### config.mk
export PLATFORM = sky130hd
export DESIGN_NAME = pwl_activation_pipe
export DESIGN_NICKNAME = d
export VERILOG_FILES = /design/src/rtl/pwl_activation_pipe.sv
export SDC_FILE = /design/constraint.sdc
export NUM_CORES = 1
export LEC_CHECK = 0
export ABC_CLOCK_PERIOD_IN_PS = 4780
export BUFFER_PORTS_ARGS = -buffer_cell sky130_fd_sc_hd__buf_2
export CELL_PAD_IN_SITES_DETAIL_PLACEMENT = 1
export CELL_PAD_IN_SITES_GLOBAL_PLACEMENT = 1
export CORE_ASPECT_RATIO = 1.4
export CORE_MARGIN = 4
export CORE_UTILIZATION = 41
export CTS_CLUSTER_SIZE = 40
export DETAILED_ROUTE_END_ITERATION = 6
export HOLD_SLACK_MARGIN = 0.03
export PLACE_DENSITY_LB_ADDON = 0.15
export SLEW_MARGIN = 20
export SYNTH_ARGS = -nofsm -noshare
export SYNTH_HDL_FRONTEND = slang
export SYNTH_SLANG_ARGS = --single-unit
### constraint.sdc
create_clock -name clk -period 4.78 [get_ports clk]
set_clock_uncertainty 0.2 [all_clocks]
set_input_delay 0.478 -clock clk [delete_from_list [all_inputs] [get_ports clk]]
set_output_delay 0.478 -clock clk [all_outputs]
set_load 0.005 [all_outputs]
### src/rtl/pwl_activation_pipe.sv
// rtl/pwl_activation_pipe.sv - 3-stage multi-lane piecewise-linear sigmoid/tanh unit
// Optional macro PWL_ROUND_EN: round-half-up slope shifts (default: floor shifts).
module pwl_activation_pipe #(
    parameter int INT_WIDTH  = 8,
    parameter int FRAC_WIDTH = 8,
    parameter int WIDTH      = INT_WIDTH + FRAC_WIDTH,
    parameter int LANES      = 4
) (
    input  logic                   clk,
    input  logic                   reset,
    input  logic                   in_valid,
    output logic                   in_ready,
    input  logic                   in_mode,
    input  logic [LANES*WIDTH-1:0] in_x,
    output logic                   out_valid,
    input  logic                   out_ready,
    output logic [LANES*WIDTH-1:0] out_y,
    output logic                   out_mode
);
    localparam int IW = WIDTH + 2;
    localparam int Q  = 1 << FRAC_WIDTH;

    localparam logic signed [IW-1:0] ONE   = IW'(Q);
    localparam logic signed [IW-1:0] X_MAX = IW'((1 << (WIDTH-1)) - 1);
    localparam logic signed [IW-1:0] X_MIN = IW'(-(1 << (WIDTH-1)));

    // Segment breakpoints: -5, -2.375, -1, 1, 2.375, 5
    localparam logic signed [IW-1:0] BP_0 = IW'(-5 * Q);
    localparam logic signed [IW-1:0] BP_1 = IW'(-(19 * Q) / 8);
    localparam logic signed [IW-1:0] BP_2 = IW'(-Q);
    localparam logic signed [IW-1:0] BP_3 = IW'(Q);
    localparam logic signed [IW-1:0] BP_4 = IW'((19 * Q) / 8);
    localparam logic signed [IW-1:0] BP_5 = IW'(5 * Q);

    localparam logic signed [IW-1:0] OFF_1 = IW'((5 * Q) / 32);
    localparam logic signed [IW-1:0] OFF_2 = IW'((3 * Q) / 8);
    localparam logic signed [IW-1:0] OFF_3 = IW'(Q / 2);
    localparam logic signed [IW-1:0] OFF_4 = IW'((5 * Q) / 8);
    localparam logic signed [IW-1:0] OFF_5 = IW'((27 * Q) / 32);

    function automatic logic signed [IW-1:0] sra_k(input logic signed [IW-1:0] v, input int k);
`ifdef PWL_ROUND_EN
        return (v + (IW'(1) <<< (k - 1))) >>> k;
`else
        return v >>> k;
`endif
    endfunction

    logic                 stall;
    logic                 s1_valid, s2_valid;
    logic                 s1_mode, s2_mode;
    logic signed [IW-1:0] s1_xs    [LANES];
    logic [2:0]           s1_seg   [LANES];
    logic signed [IW-1:0] s2_slope [LANES];
    logic [2:0]           s2_seg   [LANES];

    logic signed [IW-1:0]   xs_d    [LANES];
    logic [2:0]             seg_d   [LANES];
    logic signed [IW-1:0]   slope_d [LANES];
    logic signed [IW-1:0]   acc     [LANES];
    logic [LANES*WIDTH-1:0] y_d;

    assign stall    = out_valid & ~out_ready;
    assign in_ready = ~stall;

    // S1: tanh(x) is evaluated as 2*sigmoid(2x)-1, so tanh doubles the input here
    always_comb begin
        for (int i = 0; i < LANES; i++) begin
            xs_d[i] = {{2{in_x[i*WIDTH+WIDTH-1]}}, in_x[i*WIDTH +: WIDTH]};
            if (in_mode) begin
                xs_d[i] = xs_d[i] <<< 1;
                if (xs_d[i] > X_MAX)      xs_d[i] = X_MAX;
                else if (xs_d[i] < X_MIN) xs_d[i] = X_MIN;
            end
            if      (xs_d[i] <= BP_0) seg_d[i] = 3'd0;
            else if (xs_d[i] <= BP_1) seg_d[i] = 3'd1;
            else if (xs_d[i] <= BP_2) seg_d[i] = 3'd2;
            else if (xs_d[i] <= BP_3) seg_d[i] = 3'd3;
            else if (xs_d[i] <= BP_4) seg_d[i] = 3'd4;
            else if (xs_d[i] <= BP_5) seg_d[i] = 3'd5;
            else                      seg_d[i] = 3'd6;
        end
    end

    always_comb begin
        for (int i = 0; i < LANES; i++) begin
            case (s1_seg[i])
                3'd1, 3'd5: slope_d[i] = sra_k(s1_xs[i], 5);
                3'd2, 3'd4: slope_d[i] = sra_k(s1_xs[i], 3);
                3'd3:       slope_d[i] = sra_k(s1_xs[i], 2);
                default:    slope_d[i] = '0;
            endcase
        end
    end

    always_comb begin
        y_d = '0;
        for (int i = 0; i < LANES; i++) begin
            case (s2_seg[i])
                3'd1:    acc[i] = OFF_1;
                3'd2:    acc[i] = OFF_2;
                3'd3:    acc[i] = OFF_3;
                3'd4:    acc[i] = OFF_4;
                3'd5:    acc[i] = OFF_5;
                3'd6:    acc[i] = ONE;
                default: acc[i] = '0;
            endcase
            acc[i] = acc[i] + s2_slope[i];
            if (acc[i] < 0)        acc[i] = '0;
            else if (acc[i] > ONE) acc[i] = ONE;
            if (s2_mode) begin
                acc[i] = (acc[i] <<< 1) - ONE;
                if (acc[i] < -ONE)     acc[i] = -ONE;
                else if (acc[i] > ONE) acc[i] = ONE;
            end
            y_d[i*WIDTH +: WIDTH] = acc[i][WIDTH-1:0];
        end
    end

    always_ff @(posedge clk) begin
        if (reset) begin
            s1_valid  <= 1'b0;
            s2_valid  <= 1'b0;
            s1_mode   <= 1'b0;
            s2_mode   <= 1'b0;
            out_valid <= 1'b0;
            out_mode  <= 1'b0;
            out_y     <= '0;
            for (int i = 0; i < LANES; i++) begin
                s1_xs[i]    <= '0;
                s1_seg[i]   <= '0;
                s2_slope[i] <= '0;
                s2_seg[i]   <= '0;
            end
        end else if (!stall) begin
            s1_valid  <= in_valid;
            s1_mode   <= in_mode;
            s2_valid  <= s1_valid;
            s2_mode   <= s1_mode;
            out_valid <= s2_valid;
            out_mode  <= s2_mode;
            out_y     <= y_d;
            for (int i = 0; i < LANES; i++) begin
                s1_xs[i]    <= xs_d[i];
                s1_seg[i]   <= seg_d[i];
                s2_slope[i] <= slope_d[i];
                s2_seg[i]   <= s1_seg[i];
            end
        end
    end
endmodule

==> results.md <==
- Setup tns final: 0 ns
- Synth Flop Type: edfxtp_1
- Setup crit end: out_y[1]
- Family with the most delay on the worst path: simple AND/OR/NAND/NOR gates
- Area grow syn2layout: 13.22%
- Crit-path max cell delay: 0.54 ns
- GPL Wtd Cong: 0.8046
- Number of enable flip-flop cells after synthesis: 144
- RR Endpoint: out_y[1]
- Worst Path Arrival: 4.45 ns
- Core box area: 0.03179 mm^2
- Post-Syn Area per Cell: 8.819 um^2
- Cell with the most instances after synthesis: nor2_1
- Unique cell type count in the Yosys netlist: 83
- Syn Inst Count: 1,505
- Layout Cells excl Fill: 2,005
- Postcts setup bufs: 0
- Worst reg2reg path depth: 15
- FF-to-FF Start: s2_seg[0][1]
- Fin nets: 1,707
- Share of the yosys chip area belonging to registers: 43.14%
- Clock-pin slew on the worst setup and hold paths: 0.07 ns
- R2R setup slack: 0.50 ns
- Flops & latches, synth: 214
- Post-route ant nets: 0
- Fin util: 47.26%
- Root buffer cell: clkbuf_16
- Status: finished, final reports clean
- Slew @ Worst Pin: 0.9858 ns
- Crit-path max FO: 7
- Slowest-stage cell, CP: a22oi_1
- 1st-pass router iterations: 4
- Total CTS buffers: 22
- Final worst path period need: 4.277 ns
- WP buf/inv: 1
- Crit-path cells: nor2b_1 > and2_1 > ha_1 > a211oi_1 > nor3_1 > or2_1 > nor3b_1 > a21o_1 > and2_1 > inv_2 > ha_1 > a21oi_1 > o2bb2ai_1 > a22oi_1 > o21ai_1
- Largest net degree at the start of global routing: 67
- Syn nets: 1,618
- Endpoints failing setup: 0
- Clock latency on the worst-skew pair: 0.52 ns
- Hold Crit Class: input pin to flip-flop
- Vias per cell: 5.628
- Initial antenna violation count: 0
- Final Max Tran Viols: 0
- # Max-Cap Violations: 0
- # placed instances: 1,964
- Cell area after layout: 0.01503 mm^2
- Vias: 11,280
- Dominant cell type by area after synthesis: edfxtp_1
- First-pass GRT wire length: 56,640 um
- Maximum clock rate: 233.8 MHz
- DRT iter0 DRCs: 488
- IO buf count: 135
- I/O pin total: 136
- Row cnt: 77
- Pwr dens: 316.6 mW/mm^2
- Logic depth of the worst path, buffers included: 15
- Pre-CTS setup slack: 0.4963 ns
- Startpoint type of the worst setup path: flip-flop
- Worst Setup End Kind: flip-flop
- # DRC: 0
- P_leak: 6.574 nW
- Asr flop ratio synth: 0%
- Top cell type's share of synthesized area: 32.58%
- Top post-synthesis cells by count: 181 x nor2_1, 144 x edfxtp_1, 131 x a21oi_1, 129 x nand2_1, 87 x inv_1
- Worst slew margin: 34.28%
- Clock sink total: 214
- Dpl hpwl: 24,750 um
- Hold_buf cts: 1
- Overall Global Routing Usage: 18.27%
- Post-cts resize count: 0
- Worst vdd ir: 0.1656 mV
- Initial Utilization: 41.75%
- Area after DPL: 0.01423 mm^2
- CTS Buffer Depth: 3
- Drt total wl: 33,250 um
- Number of global-route vias before repair: 11,350
- Critical path class: flip-flop to flip-flop
- Unrepaired setup endpoints after global routing: no
- # diodes: 0
- CTS tree: yes
- DR WL/cell: 16.59 um
- Die width: 160.1 um
- Die area: 0.03536 mm^2
- Hold Violations, Final: 0
- Crit path from: s2_seg[0][1]
- Period utilization: 89.48%
- Synth warnings: 0
- Post-layout worst setup margin: 0.5027 ns
- Dominant cells by area after synthesis: edfxtp_1 33%, dfxtp_1 11%, nor2_1 5.1%, a21oi_1 4.9%, ha_1 3.8%
- CP required: 4.95 ns
- Htree depth: 1
- Die Ht: 220.9 um
- Total grt overflow: 0
- Layout cells sized above 1: 14.04%
- Cell Area, Synth: 0.01327 mm^2
- # fillers: 3,806
## layer usage
layer | GRT usage (%) | routed length (um) | vias up
li1 | - | - | 5697
met1 | 25.99 | 16140 | 5370
met2 | 30.47 | 15500 | 187
met3 | 1.899 | 1172 | 30
met4 | 3.638 | 435 | 0
met5 | 0 | 0 | -
## logic make-up (layout without fill, tap and decap cells)
| kind of cell | after synthesis | count (layout) | synth area share (%) |
|---|---|---|---|
| AOI/OAI and AO/OA | 497 | 497 | 25.03 |
| xor gates and xnor gates | 23 | 23 | 1.518 |
| DFF | 214 | 214 | 43.14 |
| muxes | 17 | 17 | 1.452 |
| buffers and inverters | 175 | 280 | 4.977 |
| and+or+nand+nor | 524 | 524 | 18.68 |
| adders and majority gates | 55 | 55 | 5.204 |
## report_power, final
| part | switching [mW] | leakage [nW] | internal, mW |
|---|---|---|---|
| sequential | 0.0802 | 2.28 | 2.07 |
| combinational | 0.490 | 3.92 | 0.293 |
| clock | 0.726 | 0.378 | 1.10 |
| total | 1.30 | 6.57 | 3.46 |
## metrics by stage
step | hold slack, ns | power [mW]
6_report | 0.06531 | 4.758
5_1_grt | 0.08067 | 5.014
4_1_cts | 0.04616 | 4.816
3_5_place_dp | 0.2313 | 2.975
3_3_place_gp | 0.2275 | 2.947
2_1_floorplan | 0.2321 | 2.731
## how the worst min path moves through the flow
| stage | startpoint | end | slack (ns) | depth (start not counted) |
|---|---|---|---|---|
| CTS | reset | s1_valid | 0.05 | 2 |
| floorplan | s1_valid | s1_valid | 0.23 | 2 |
| finish | reset | s1_mode | 0.07 | 2 |
| global route | reset | s1_mode | 0.08 | 2 |
| global placement | out_y[27] | out_y[27] | 0.23 | 2 |
| detailed placement | out_y[26] | out_y[26] | 0.23 | 2 |
## registers in the layout, indices dropped and copies added (netlist names)
name       cells
s2_slope      60
s1_xs         60
s2_seg        12
out_y         64
s2_valid       1
s1_seg        12
s1_valid       1
out_valid      1
s1_mode        1
out_mode       1
s2_mode        1
## cells in the final DEF (no fill, tap or decap), drive strengths merged, types with 6 or more instances in the layout
cell type	synthesis	final
a211oi	23	23
a21o	34	34
a21oi	132	132
a22o	11	11
a22oi	29	29
a31oi	15	15
a32oi	13	13
and2	32	32
and3	49	49
buf	8	147
clkbuf	75	26
dfxtp	70	70
edfxtp	144	144
ha	40	40
inv	92	94
maj3	11	11
mux2	8	8
mux2i	9	9
nand2	130	130
nand2b	16	16
nand3	24	24
nor2	182	182
nor2b	22	22
nor3	28	28
nor3b	6	6
nor4	14	14
o211a	6	6
o211ai	12	12
o21a	13	13
o21ai	105	105
o22ai	37	37
o31a	10	10
or4	8	8
xnor2	15	15
xor2	8	8
## layout make-up
type	count	area, um^2	area share [%]
Sequential cell	214	5725	38.10
Inverter	92	349.1	2.323
Timing Repair Buffer	148	775.7	5.162
Clock inverter	14	165.2	1.099
Clock buffer	26	618.1	4.113
Tap cell	395	494.2	3.289
Multi-Input combinational cell	1116	6899	45.91
## worst reg2reg max path, stage by stage, from the launching register on
cell and delay, ns:
edfxtp_1 0.44, nor2b_1 0.25, and2_1 0.22, ha_1 0.27
a211oi_1 0.29, nor3_1 0.11, or2_1 0.25, nor3b_1 0.41
a21o_1 0.25, and2_1 0.25, inv_2 0.06, ha_1 0.23
a21oi_1 0.13, o2bb2ai_1 0.11, a22oi_1 0.54, o21ai_1 0.15
Note: power is estimated with default switching activity, not from simulation.
